File: config.mk
export PLATFORM = sky130hd
export DESIGN_NAME = corresp_collect
export DESIGN_NICKNAME = d
export VERILOG_FILES = /design/src/rtl/RgbdVoConfigPk.sv /design/src/rtl/corr_sync_fifo.sv /design/src/rtl/corresp_collect.sv
export SDC_FILE = /design/constraint.sdc
export NUM_CORES = 1
export LEC_CHECK = 0
export BUFFER_PORTS_ARGS = -buffer_cell sky130_fd_sc_hd__buf_2
export CORE_MARGIN = 2
export CORE_UTILIZATION = 51
export DETAILED_ROUTE_END_ITERATION = 10
export PLACE_DENSITY = 0.7
export SLEW_MARGIN = 30
export SYNTH_ARGS = -nofsm -noshare
export SYNTH_HDL_FRONTEND = slang
export SYNTH_SLANG_ARGS = --single-unit
File: constraint.sdc
create_clock -name i_clk -period 6.75 [get_ports i_clk]
set_input_delay 1.35 -clock i_clk [delete_from_list [all_inputs] [get_ports i_clk]]
set_output_delay 1.35 -clock i_clk [all_outputs]
set_load 0.01 [all_outputs]
File: src/rtl/RgbdVoConfigPk.sv
// Shared RGB-D VO configuration: image/depth field widths and the packed
// correspondence record passed from the depth-check stage to the pose solver.
package RgbdVoConfigPk;

  localparam int H_SIZE_BW     = 10;
  localparam int V_SIZE_BW     = 9;
  localparam int DATA_DEPTH_BW = 16;

  localparam int CORR_BW = 2 * H_SIZE_BW + 2 * V_SIZE_BW + 2 * DATA_DEPTH_BW;

  typedef struct packed {
    logic [H_SIZE_BW-1:0]     idx0_x;
    logic [V_SIZE_BW-1:0]     idx0_y;
    logic [H_SIZE_BW-1:0]     idx1_x;
    logic [V_SIZE_BW-1:0]     idx1_y;
    logic [DATA_DEPTH_BW-1:0] depth0;
    logic [DATA_DEPTH_BW-1:0] depth1;
  } corr_t;

endpackage

File: src/rtl/corr_sync_fifo.sv
// Register-based synchronous FIFO with flush. A push into a full FIFO is
// accepted when a pop happens in the same cycle; the head is read from storage.
module corr_sync_fifo #(
  parameter int FIFO_DEPTH = 16,
  parameter int WIDTH      = 8
) (
  input  logic             i_clk,
  input  logic             i_rst_n,
  input  logic             i_flush,
  input  logic             i_push,
  input  logic             i_pop,
  input  logic [WIDTH-1:0] i_data,
  output logic [WIDTH-1:0] o_data,
  output logic             o_full,
  output logic             o_empty
);

  localparam int AW = $clog2(FIFO_DEPTH);

  logic [WIDTH-1:0] mem [FIFO_DEPTH];
  logic [AW:0]      wr_ptr_q;
  logic [AW:0]      rd_ptr_q;
  logic             pop_ok;
  logic             push_ok;

  assign o_empty = (wr_ptr_q == rd_ptr_q);
  assign o_full  = (wr_ptr_q[AW] != rd_ptr_q[AW]) &&
                   (wr_ptr_q[AW-1:0] == rd_ptr_q[AW-1:0]);
  assign pop_ok  = i_pop && !o_empty;
  assign push_ok = i_push && (!o_full || pop_ok);

  always_ff @(posedge i_clk or negedge i_rst_n) begin
    if (!i_rst_n) begin
      wr_ptr_q <= '0;
      rd_ptr_q <= '0;
    end else if (i_flush) begin
      wr_ptr_q <= '0;
      rd_ptr_q <= '0;
    end else begin
      if (push_ok) wr_ptr_q <= wr_ptr_q + 1'b1;
      if (pop_ok)  rd_ptr_q <= rd_ptr_q + 1'b1;
    end
  end

  // Storage is data only; pointers alone define occupancy.
  always_ff @(posedge i_clk) begin
    if (push_ok && !i_flush) mem[wr_ptr_q[AW-1:0]] <= i_data;
  end

  assign o_data = o_empty ? '0 : mem[rd_ptr_q[AW-1:0]];

endmodule

File: src/rtl/corresp_collect.sv
// Compacts valid correspondences into a FIFO for the pose solver and reports
// the per-frame count once drained. CORR_COLLECT_SUBSAMPLE_EN enables r_skip.
module corresp_collect
  import RgbdVoConfigPk::*;
#(
  parameter int FIFO_DEPTH = 16,
  parameter int CNT_BW     = 20
) (
  input  logic                     i_clk,
  input  logic                     i_rst_n,
  input  logic                     i_frame_start,
  input  logic                     i_frame_end,
  input  logic                     i_valid,
  input  logic [H_SIZE_BW-1:0]     i_idx0_x,
  input  logic [V_SIZE_BW-1:0]     i_idx0_y,
  input  logic [H_SIZE_BW-1:0]     i_idx1_x,
  input  logic [V_SIZE_BW-1:0]     i_idx1_y,
  input  logic [DATA_DEPTH_BW-1:0] i_depth0,
  input  logic [DATA_DEPTH_BW-1:0] i_depth1,
  input  logic [3:0]               r_skip,
  output logic                     o_valid,
  input  logic                     i_ready,
  output logic [CORR_BW-1:0]       o_corr,
  output logic                     o_frame_done,
  output logic [CNT_BW-1:0]        o_corr_cnt,
  output logic                     o_overflow
);

  typedef enum logic [1:0] {
    S_IDLE,
    S_COLLECT,
    S_DRAIN,
    S_DONE
  } state_e;

  function automatic logic [CNT_BW-1:0] sat_inc(input logic [CNT_BW-1:0] v);
    return (&v) ? v : v + 1'b1;
  endfunction

  state_e state_q, state_d;
  corr_t  in_corr;
  logic   fifo_full, fifo_empty;
  logic   collect_vld;
  logic   keep;
  logic   push_req;
  logic   pop;
  logic   push_ok;

  assign in_corr = '{idx0_x: i_idx0_x, idx0_y: i_idx0_y,
                     idx1_x: i_idx1_x, idx1_y: i_idx1_y,
                     depth0: i_depth0, depth1: i_depth1};

  always_ff @(posedge i_clk or negedge i_rst_n) begin
    if (!i_rst_n) state_q <= S_IDLE;
    else          state_q <= state_d;
  end

  always_comb begin
    state_d = state_q;
    if (i_frame_start) begin
      state_d = S_COLLECT;
    end else begin
      unique case (state_q)
        S_IDLE:    state_d = S_IDLE;
        S_COLLECT: if (i_frame_end) state_d = S_DRAIN;
        S_DRAIN:   if (fifo_empty) state_d = S_DONE;
        S_DONE:    state_d = S_IDLE;
        default:   state_d = S_IDLE;
      endcase
    end
  end

  always_comb begin
    collect_vld  = 1'b0;
    o_frame_done = 1'b0;
    unique case (state_q)
      S_COLLECT: collect_vld  = i_valid && !i_frame_start;
      S_DONE:    o_frame_done = 1'b1;
      default:   ;
    endcase
  end

`ifdef CORR_COLLECT_SUBSAMPLE_EN
  logic [3:0] phase_q;

  // Phase steps on every collected valid, kept or not.
  always_ff @(posedge i_clk or negedge i_rst_n) begin
    if (!i_rst_n)           phase_q <= '0;
    else if (i_frame_start) phase_q <= '0;
    else if (collect_vld)   phase_q <= (phase_q == r_skip) ? 4'd0 : phase_q + 4'd1;
  end

  assign keep = (phase_q == 4'd0);
`else
  logic unused_skip;
  assign unused_skip = ^r_skip;
  assign keep        = 1'b1;
`endif

  assign push_req = collect_vld && keep;
  assign pop      = o_valid && i_ready;
  assign push_ok  = push_req && (!fifo_full || pop);

  always_ff @(posedge i_clk or negedge i_rst_n) begin
    if (!i_rst_n) begin
      o_corr_cnt <= '0;
      o_overflow <= 1'b0;
    end else if (i_frame_start) begin
      o_corr_cnt <= '0;
      o_overflow <= 1'b0;
    end else begin
      if (push_ok)              o_corr_cnt <= sat_inc(o_corr_cnt);
      if (push_req && !push_ok) o_overflow <= 1'b1;
    end
  end

  corr_sync_fifo #(
    .FIFO_DEPTH (FIFO_DEPTH),
    .WIDTH      (CORR_BW)
  ) u_fifo (
    .i_clk   (i_clk),
    .i_rst_n (i_rst_n),
    .i_flush (i_frame_start),
    .i_push  (push_req),
    .i_pop   (pop),
    .i_data  (in_corr),
    .o_data  (o_corr),
    .o_full  (fifo_full),
    .o_empty (fifo_empty)
  );

  assign o_valid = !fifo_empty;

endmodule

# == Yosys cells after proc, flatten, opt, wreduce, memory -nomap -nowiden ==
# Memory sizes are Yosys's and may differ from the RTL's.
# Cells that the tools add are included.
# op_classes
n_reduce_logical,23
n_eq_ne,9
n_mux,18
n_addsub,3
# op_table
op,count
two-way mux 70 bit,1
two-way mux 20 bit,3
adder 20 x 1 -> 20 bit (second input constant),1
two-way mux 5 bit,4
AND reduction 20 bit,1
adder 5 x 1 -> 5 bit (second input constant),2
logical AND 1 bit,8
nonzero test 2 bit,4
two-way mux 1 bit,6
two-way mux 2 bit,3
case mux 2 bit (3 select lines),1
== test 5 bit,1
== test 2 bit (second input constant),2
== test 4 bit,1
zero test 1 bit,4
AND reduction 2 bit,2
inequality test 3 x 2 -> 1 bit (second input constant),1
inequality test 3 bit (second input constant),1
== test 2 x 1 -> 1 bit (second input constant),1
zero test 2 bit,1
logical OR 1 bit,2
inequality test 2 bit (second input constant),1
OR reduction 2 bit,1
inequality test 1 bit,1
# word_totals
mem_count,1
mem_bits_rw,1120
in_bits,80
out_inout_bits,93
regBits,33
# mem_list
name,depth,word_bits,rd,rd_clocked_by_memory_dff,wr,line_no,rtl
u_fifo.mem,16,70,1,0,1,corr_sync_fifo.sv:20,logic [WIDTH-1:0] mem [FIFO_DEPTH];

# == Logic depth before layout (Yosys ltp) ==
# Gate-level depths: netlist (run 1).
# depth
word_depth,9
depth_mapped,8
ltp_nobuf,6

# == Hierarchy ==
# From an unflattened synthesis (run 1), not the netlist that was laid out.
# unflattened
hier_cells,1975
hier_area_um2,44084.8
# modules_own_cells
mod,area_each_um2,cells_per_inst,seq_area_each_um2,n_inst
corr_sync_fifo,42545.8,1810,33882.5,1
corresp_collect,1539.0,165,575.6,1

# == Least setup slack after synthesis (run 1) ==
# OpenSTA, ideal clock, no wires.
# synth_path
kind,in2reg
from,in i_ready
to,"mem u_fifo.mem[11][0] (netlist name), enable pin"
t_arrival_ps,7172
required_time_ps,6151
slack_ps,-1021
cell_stages,4
n_path_buf,0
path_cell_list,nor2_1 a211oi_1 nand2_1 nor3b_1
# synth_via
elab_chain_len,7
# synth_rtl
element,line_no,rtl
start: declaration,corresp_collect.sv:22,"input logic i_ready,"
logical AND 1 bit,corresp_collect.sv:101,assign pop = o_valid && i_ready;
logical AND 1 bit,corr_sync_fifo.sv:29,assign pop_ok = i_pop && !o_empty;
logical OR 1 bit,corr_sync_fifo.sv:30,assign push_ok = i_push && (!o_full || pop_ok);
logical AND 1 bit,corr_sync_fifo.sv:30,
logical AND 1 bit,corr_sync_fifo.sv:47,if (push_ok && !i_flush) mem[wr_ptr_q[AW-1:0]] <= i_data;
two-way mux 1 bit,corr_sync_fifo.sv:47,
two-way mux 1 bit (not written as such),corr_sync_fifo.sv:47,
end: declaration,corr_sync_fifo.sv:20,
# Every way passes these cells.

# == Final worst setup path (run 1) ==
# layout_path
from,reg u_fifo.rd_ptr_q[3]
to,out o_corr[63]
# layout_via
elab_chain_len,2
elab_cells_between_ends,3
classes_between,eq/ne: 1; mux: 1; memory: 1
# layout_rtl
element,line_no,rtl
start: declaration,corr_sync_fifo.sv:22,logic [AW:0] rd_ptr_q;
start signal: assignment,corr_sync_fifo.sv:41,if (pop_ok) rd_ptr_q <= rd_ptr_q + 1'b1;
memory (16 x 70 bit) / == test 5 bit (equally long branches),-,
two-way mux 70 bit *,corr_sync_fifo.sv:50,assign o_data = o_empty ? '0 : mem[rd_ptr_q[AW-1:0]];
end: declaration,corresp_collect.sv:23,"output logic [CORR_BW-1:0] o_corr,"
# Mark *: on every way between the ends. The rest lies on a longest branch, timed or not.

==> flow_summary.yaml, run 1 <==
status:
  status: "finished clean"
clock_tree:
  insertion_delay_ns: 0.69
  path_clk_slew_ns: 0.06
  root_buffer: "clkbuf_16"
  clk_path_buf_depth: 3
  cts_tree: "built"
  cts_buffers: 112
  hold_buffers: 0
  ctsResizeCount: 0
  postCtsSetupBuffers: 0
  clock-sinks: 1153
  cts.htree.levels: 3
yosys:
  synth_top_family_by_area: "multiplexers"
  synth-edff-count: 1120
  syn_nets: 1948
  synth_fa_ha_area_frac: 0.00280
  synth_ff_type: "edfxtp_1"
  synth_compound_area_frac: 0.00694
  syn_area_um2: 44700
  synthXorXnorAreaFrac: 0.00252
  synth.distinct_cells: 47
  syn-instance-count: 1858
  ys_seq_area_frac: 0.771
  synth_seq_cells: 1153
  yosysWarnings: 0
  synthArstFlopShare: 0.0286
  muxShareOfSynthArea: 0.181
  synthSimpleGateAreaFrac: 0.0222
  postSynthAreaPerCell_um2: 24.1
placement:
  gp_routability_congestion: 0.763
  hpwl_um: 49300
  numPortBuffers: 168
timing:
  worstMarginPinSlew_ns: 0.994
  setup_viol: 0
  fin_crit_ns: 5.27
  finalCritPeriodShare: 0.781
  rsz0062_at_grt: "false"
  hold_violations: 0
  fmaxAchievable_mhz: 190
  maxSlewHeadroom: 0.337
  fin_worst_skew_ns: 0.0328
  slew_violations: 0
  tns_ns: 0
setup_path:
  crit_arrival_ns: 3.92
  cp_max_fo: 37
  critPathMaxStageDelay_ns: 1.00
  crit_type: "reg -> out"
  worstSetupStartpointType: "flip-flop"
  critPathSlowestCell: "dfrtp_4"
  crit_path_end_kind: "output port"
  path_common_cell: "buf_4"
  crit_chain: "xor2_1, nor4_2, buf_4, nand2_4, buf_4, and2_1, buf_2"
  cp_data_required_time_ns: 5.40
global_route:
  grt_pass1_wl_um: 140000
  grt_max_degree: 81
  antenna_found_initial: 17
  grt-ovfl-total: 0
  grt_pass1_vias: 21300
  grt.total_usage: 0.214
die:
  die-width_um: 300
  core_um2: 86900
  initial_core_util: 0.515
  die_area_um2: 90100
  fp-row-count: 108
  die_h_um: 300
  ios: 173
routing:
  viasPerCell: 6.08
  drtAntennaViolNets: 0
  wire_per_inst_um: 28.5
  drc: 0
  dr.pass1.iters: 5
  first_iter_violations: 1943
  wl_um: 95500
  vias: 20400
layout:
  finalCoreUtilization: 0.584
  nets: 2182
  nFillCells: 6005
  synthToLayoutAreaGrowth_pct: 13.5
  drive_gt1_frac: 0.329
hold_path:
  hp-class: "reg -> reg"
power_and_ir_drop:
  power_mw: 16.8
  power_leakage_nw: 15.8
  peakVddDrop_mv: 0.222
  power.density_nw_per_um2: 331
run:
  max_cap_viol_count: 0
## synth_stat cells (4+ instances only)
| master | instances | area, µm² |
|---|---|---|
| o21ai_0 | 4 | 20.0 |
| nor2b_1 | 4 | 25.0 |
| and3_1 | 8 | 50.1 |
| mux4_2 | 315 | 7090 |
| buf_6 | 23 | 259 |
| nand2_1 | 15 | 56.3 |
| and2_1 | 70 | 438 |
| xor2_1 | 4 | 35.0 |
| inv_1 | 8 | 30.0 |
| buf_1 | 8 | 30.0 |
| edfxtp_1 | 1120 | 33600 |
| or4_1 | 7 | 52.6 |
| a21oi_1 | 21 | 105 |
| buf_4 | 10 | 75.1 |
| nor4_1 | 4 | 25.0 |
| or4b_1 | 4 | 40.0 |
| xnor2_1 | 7 | 61.3 |
| dfrtp_1 | 33 | 826 |
| buf_2 | 5 | 25.0 |
| a211oi_1 | 5 | 37.5 |
| mux4_1 | 35 | 920 |
| mux2_2 | 4 | 45.0 |
| nand4_1 | 6 | 37.5 |
| o41ai_1 | 4 | 35.0 |
| clkbuf_1 | 52 | 195 |
| nand3_1 | 9 | 45.0 |
| o31ai_1 | 7 | 52.6 |
| ha_1 | 10 | 125 |
| nor2_1 | 26 | 97.6 |
| nor3_1 | 4 | 20.0 |
## placed cells by master, fill, tap and decap left out, drive strengths merged, types with 2 or more instances in the layout
master,instances
ha,10
dfrtp,33
nor3b,3
nor4,4
o21ai,4
o41ai,4
and3,8
diode,8
or4,8
clkinvlp,3
nand4,6
bufinv,11
xnor2,8
or2,2
nor2,27
a311oi,2
nand2,16
edfxtp,1120
nor3,4
mux2i,3
nor2b,4
buf,219
clkbuf,140
mux4,350
clkinv,53
mux2,4
or4b,4
or3,3
a41oi,2
inv,12
nand2b,2
and2,70
nand3,9
a21oi,22
o31ai,7
a211oi,5
xor2,4
## metrics by stage
| step | setup slack, ns | area [µm²] | hold WS [ns] | std cells |
|---|---|---|---|---|
| 6_report | 1.48 | 50700 | 0.527 | 3352 |
| 5_1_grt | 1.23 | 50700 | 0.562 | 3348 |
| 4_1_cts | 1.32 | 50700 | 0.526 | 3344 |
| 3_5_place_dp | 2.10 | 47100 | 0.508 | 3133 |
| 3_3_place_gp | 2.13 | 47000 | 0.484 | 3127 |
| 2_1_floorplan | 1.27 | 44700 | 0.534 | 1858 |
## cell families (layout without fill, tap and decap cells)
family | after synthesis | in the layout
flops | 1153 | 1153
mux | 357 | 357
simple gates | 171 | 171
buf+inv | 107 | 438
compound gates | 48 | 48
xor+xnor | 12 | 12
fa+ha+maj | 10 | 10
other cells | 0 | 8
## cell type report
type	instances	area [µm²]	area share
Sequential cell	1153	34500	0.679
Multi-Input combinational cell	598	9760	0.192
Clock buffer	140	2980	0.0587
Tap cell	1155	1450	0.0285
Timing Repair Buffer	219	1390	0.0274
Clock inverter	71	651	0.0128
Inverter	8	30.0	0.000592
Antenna cell	8	20.0	0.000394
## path summary, 6_finish.rpt
kind,from,to,slack [ns],cells after the start
worst min register to register,o_overflow,o_overflow,0.53,2
max in group asynchronous,i_rst_n,u_fifo.rd_ptr_q[1],5.44,1
worst min-delay path,o_overflow,o_overflow,0.53,2
worst max-delay path,u_fifo.rd_ptr_q[3],o_corr[63],1.48,7
min in group asynchronous,i_rst_n,o_corr_cnt[15],0.72,1
worst max register to register,u_fifo.rd_ptr_q[3],u_fifo.mem[0][9],2.55,7
## state kept, by name, summed over array words and instances, names as in the netlist
signal and count:
u_fifo.mem 1120, u_fifo.rd_ptr_q 5, o_overflow 1, u_fifo.wr_ptr_q 5, state_q 2, o_corr_cnt 20
## layer usage
metal	global-route usage	wire [µm]	up-vias	share of wire
met4	0.0673	2240	14	0.023
met2	0.356	48200	744	0.50
li1	-	-	8494	-
met5	0	92	-	0.00096
met3	0.0360	6280	176	0.066
met1	0.293	38700	11000	0.40
## critical path: cells and delay by family (launching register included)
family                    cells  cell delay [ns]
and+or+nand+nor               3             0.86
buffers and inverters         3             1.02
DFF                           1             1.00
xor gates and xnor gates      1             0.24
## where the power goes
part	switching (mW)	total, mW	internal, mW
combinational	1.33	2.61	1.27
sequential	0.0910	8.04	7.95
clock	2.58	6.13	3.54
total	4.01	16.8	12.8
No activity file was read; power rests on OpenSTA's default activity.
==> run 2, diff against run 1 <==
==> constraint.sdc (replaced) <==
create_clock -name i_clk -period 4.3 [get_ports i_clk]
set_input_delay 0.86 -clock i_clk [delete_from_list [all_inputs] [get_ports i_clk]]
set_output_delay 0.86 -clock i_clk [all_outputs]
set_load 0.01 [all_outputs]
==> flow_summary.yaml, run 2 (synthesis gave the netlist of run 1 again) <==
routing:
  drtAntennaViolNets: 0
  dr.pass1.iters: 5
  wl_um: 96800
  first_iter_violations: 2409
  vias: 20700
  viasPerCell: 6.17
  drc: 0
  wire_per_inst_um: 28.9
clock_tree:
  insertion_delay_ns: 0.68
  cts_tree: "built"
  cts.htree.levels: 3
  clock-sinks: 1153
  clk_path_buf_depth: 3
  ctsResizeCount: 0
  root_buffer: "clkbuf_16"
  path_clk_slew_ns: 0.06
  postCtsSetupBuffers: 0
  cts_buffers: 112
  hold_buffers: 0
timing:
  fin_hold_ws_ns: 0.276
  fin_crit_ns: 4.16
  hold_violations: 0
  fmaxAchievable_mhz: 240
  setup_viol: 0
  slew_violations: 0
  maxSlewHeadroom: 0.422
  finalCritPeriodShare: 0.968
  worstMarginPinSlew_ns: 0.864
  rsz0062_at_grt: "false"
  fin_worst_skew_ns: 0.0277
die:
  die_h_um: 300
  initial_core_util: 0.515
  ios: 173
  die_area_um2: 90100
  fp-row-count: 108
  core_um2: 86900
  die-width_um: 300
hold_path:
  hp-class: "in -> async"
global_route:
  antenna_found_initial: 14
  grt_pass1_wl_um: 143000
  grt.total_usage: 0.218
  grt-ovfl-total: 0
  grt_max_degree: 84
  grt_pass1_vias: 21200
layout:
  final_common_cell: "edfxtp_1"
  synthToLayoutAreaGrowth_pct: 14.6
  nFillCells: 5969
  ff_latch_area_um2: 34500
  instances_no_fill: 3350
  finalCoreUtilization: 0.590
  nets: 2189
  largest_reg_flops: 1120
  multi_input_area_um2: 9760
  layout_common_cells: "edfxtp_1 (1120), mux4_2 (315), buf_2 (168)"
  finalInstanceArea_um2: 51300
  drive_gt1_frac: 0.335
placement:
  gp_routability_congestion: 0.764
  numPortBuffers: 168
  placed_area_um2: 47400
  placedCellCount: 3140
  hpwl_um: 47000
run:
  max_cap_viol_count: 0
setup_path:
  crit_type: "reg -> out"
  crit_arrival_ns: 3.30
  crit_chain: "buf_4, mux4_2, mux4_2, and2_1, buf_2"
  cp_data_required_time_ns: 3.44
  worstSetupStartpointType: "flip-flop"
  path_common_cell: "mux4_2"
  cp_max_fo: 47
  regToRegSetupSlack_ns: 0.81
  crit_path_end_kind: "output port"
  critPathMaxStageDelay_ns: 0.72
  path_delay_family: "multiplexers"
  critPathSlowestCell: "dfrtp_4"
  critPathBufInv: 2
power_and_ir_drop:
  power.density_nw_per_um2: 526
  p_comb_frac: 0.159
  netSwitchingPower_mw: 6.29
  power_leakage_nw: 16.0
  pwr-share-seq: 0.466
  peakVddDrop_mv: 0.385
  power_mw: 26.9
  swShare: 0.234
  intPower_mw: 20.7
  clockPowerShare: 0.375
status:
  status: "finished clean"
[run 2: changes by cell type in the layout (fill, tap and decap cells not counted), sizes merged]
cell	delta
inv	-2
buf	+7
clkinvlp	-1
diode	-6
clkbuf	+2
clkinv	-9
bufinv	+7
[run 2: metrics by stage]
step	setup TNS, ns	setup WS, ns
floorplan	-96.95	-0.498
global placement	0	0.793
detailed placement	0	0.783
CTS	0	0.0762
global route	0	0.0386
finish	0	0.139
[run 2: cell type report]
type | instances | area share
Tap cell | 1155 | 0.0282
Timing Repair Buffer | 226 | 0.0337
Clock inverter | 66 | 0.0152
Sequential cell | 1153 | 0.673
Antenna cell | 2 | 0.0000976
Clock buffer | 142 | 0.0593
Inverter | 8 | 0.000586
Multi-Input combinational cell | 598 | 0.190
[run 2: power groups by stage]
| stage | clock, mW | sequential (mW) | combinational, mW |
|---|---|---|---|
| floorplan | 0 | 12.8 | 3.02 |
| global placement | 0 | 12.8 | 4.29 |
| detailed placement | 0 | 12.8 | 4.34 |
| CTS | 10.3 | 12.6 | 4.36 |
| global route | 10.7 | 12.6 | 4.58 |
| finish | 10.1 | 12.6 | 4.27 |
[run 2: worst paths after layout]
kind,startpoint,depth (start not counted),endpoint
min in group i_clk,i_valid,3,o_overflow
worst min-delay path,i_rst_n,1,u_fifo.rd_ptr_q[1]
max in group asynchronous,i_rst_n,1,u_fifo.rd_ptr_q[0]
worst min register to register,o_overflow,2,o_overflow
worst max-delay path,u_fifo.rd_ptr_q[1],5,o_corr[29]
worst max register to register,u_fifo.rd_ptr_q[1],7,u_fifo.mem[3][48]
[run 2: worst reg2reg max path, cell delays in order, from the launching register on]
cell and delay [ns]:
dfrtp_4 0.72, xor2_1 0.24, nor4_2 0.10, buf_4 0.20, a211oi_1 0.49, nand2_1 0.34
nor3_4 0.74, buf_4 0.34
[run 2: layer usage]
metal,routed length [µm],global-route usage,up-vias
met4,2000,0.0583,12
li1,-,-,8492
met2,48300,0.355,864
met1,39400,0.312,11100
met5,78,0,-
met3,7070,0.0361,158
==> run 3, diff against run 2 <==
==> constraint.sdc (replaced) <==
create_clock -name i_clk -period 4.3 [get_ports i_clk]
set_input_delay 0.43 -clock i_clk [delete_from_list [all_inputs] [get_ports i_clk]]
set_output_delay 0.43 -clock i_clk [all_outputs]
set_load 0.01 [all_outputs]
==> flow_summary.yaml, run 3 (synthesis gave the netlist of run 1 again) <==
placement:
  hpwl_um: 45600
  gp_routability_congestion: 0.777
  numPortBuffers: 168
  preCtsSetupSlack_ns: 0.836
timing:
  rsz0062_at_grt: "false"
  fin_crit_ns: 4.02
  worstMarginPinSlew_ns: 1.04
  fin_hold_ws_ns: 0.0723
  setup_ws_ns: 0.279
  fmaxAchievable_mhz: 249
  slew_violations: 0
  setup_viol: 0
  maxSlewHeadroom: 0.306
  fin_worst_skew_ns: 0.0146
  hold_violations: 0
  finalCritPeriodShare: 0.935
die:
  ios: 173
  die_area_um2: 90100
  die_h_um: 300
  core_um2: 86900
  initial_core_util: 0.515
  die-width_um: 300
  fp-row-count: 108
setup_path:
  cp_data_required_time_ns: 3.87
  critPathSlowestCell: "dfrtp_4"
  cp_max_fo: 103
  worstSetupStartpointType: "flip-flop"
  critPathMaxStageDelay_ns: 0.62
  worstReg2RegStart: "u_fifo.wr_ptr_q[2]"
  crit_type: "reg -> out"
  crit_arrival_ns: 3.59
  crit_chain: "buf_12, mux4_2, mux4_2, and2_1, buf_2"
  path_common_cell: "mux4_2"
  crit_path_end_kind: "output port"
  critPathLaunch: "u_fifo.rd_ptr_q[0]"
global_route:
  grt_max_degree: 149
  grt.total_usage: 0.216
  grt_pass1_vias: 21300
  antenna_found_initial: 13
  grt-ovfl-total: 0
  grt_pass1_wl_um: 142000
power_and_ir_drop:
  swShare: 0.235
  power.density_nw_per_um2: 523
  power_leakage_nw: 15.8
  clockPowerShare: 0.370
  netSwitchingPower_mw: 6.24
  intPower_mw: 20.3
  p_comb_frac: 0.157
  pwr-share-seq: 0.473
  peakVddDrop_mv: 0.475
hold_path:
  hold_start: "i_valid"
  hp-class: "in -> reg"
clock_tree:
  postCtsSetupBuffers: 0
  path_clk_slew_ns: 0.06
  clock-sinks: 1153
  cts_buffers: 111
  root_buffer: "clkbuf_16"
  cts_tree: "built"
  cts.htree.levels: 3
  insertion_delay_ns: 0.66
  clk_path_buf_depth: 3
status:
  status: "finished clean"
layout:
  final_common_cell: "edfxtp_1"
  drive_gt1_frac: 0.330
  synthToLayoutAreaGrowth_pct: 13.6
  nFillCells: 6028
  layout_common_cells: "edfxtp_1 (1120), mux4_2 (315), buf_2 (168)"
  largest_reg_flops: 1120
  nets: 2173
routing:
  wire_per_inst_um: 28.8
  viasPerCell: 6.13
  first_iter_violations: 2019
  dr.pass1.iters: 7
  wl_um: 95900
  drtAntennaViolNets: 0
  drc: 0
  vias: 20400
run:
  max_cap_viol_count: 0
==> run 3: cell types whose count changed in the layout (fill, tap and decap cells not counted), sizes merged <==
cell         delta
clkbuf          -6
bufinv          -1
inv             +1
buf            -16
clkinv          -1
diode           +1
clkinvlp        +2
dlygate4sd3     +1
==> run 3: final timing paths <==
| path | end | slack, ns | cells past startpoint |
|---|---|---|---|
| max in group asynchronous | u_fifo.rd_ptr_q[0] | 3.35 | 2 |
| hold / removal | o_overflow | 0.07 | 3 |
| min in group asynchronous | o_corr_cnt[6] | 0.37 | 2 |
| setup / recovery | o_corr[2] | 0.28 | 5 |
| setup reg to reg | u_fifo.mem[12][50] | 0.81 | 6 |
| hold reg to reg | o_overflow | 0.52 | 2 |
==> run 3: area by class of cell <==
cell class | count | area (µm²) | share of cell area
flip-flops and latches | 1153 | 34500 | 0.679
multi-input cells | 598 | 9760 | 0.192
clock buffers | 136 | 2910 | 0.0574
well taps | 1155 | 1450 | 0.0284
repair buffers | 211 | 1410 | 0.0277
clock inverters | 67 | 773 | 0.0152
inverters | 8 | 30.0 | 0.000591
diodes | 3 | 7.51 | 0.000148
==> run 3: per-layer routing <==
layer	up-vias	routed length, µm	global-route usage	part of all wire
met4	12	1730	0.0567	0.018
met2	763	48400	0.356	0.50
met5	-	74	0	0.00077
li1	8451	-	-	-
met1	11100	39600	0.307	0.41
met3	126	6110	0.0344	0.064
==> run 3: timing repair <==
| item | CTS | global route |
|---|---|---|
| endpoints found under the hold margin | 33 | 0 |
| gates resized for setup | 0 | 0 |
| setup endpoints to repair | 0 | 0 |
| hold buffers | 1 | 0 |
==> run 3: critical path, delay by kind of cell, from the launching register on <==
family | cells | cell delay (ns)
and+or+nand+nor | 1 | 0.25
buffers and inverters | 2 | 0.76
DFF | 1 | 0.62
muxes | 2 | 1.08
==> run 3: power by group through the flow <==
stage,Clock [mW],Combinational [mW],Sequential (mW)
floorplan,0,3.02,12.8
global placement,0,4.17,12.8
detailed placement,0,4.24,12.8
CTS,9.99,4.25,12.6
global route,10.4,4.49,12.6
finish,9.83,4.17,12.6
==> run 3: stage by stage <==
step	total power, mW	util	area, µm²	instances	TNS [ns]
2_1_floorplan	15.8	-	44800	1858	-77.07
3_3_place_gp	17.0	0.541	47000	3121	0
3_5_place_dp	17.0	0.541	47000	3122	0
4_1_cts	26.8	0.584	50700	3326	0
5_1_grt	27.5	0.585	50800	3329	0
6_report	26.6	0.585	50800	3331	0
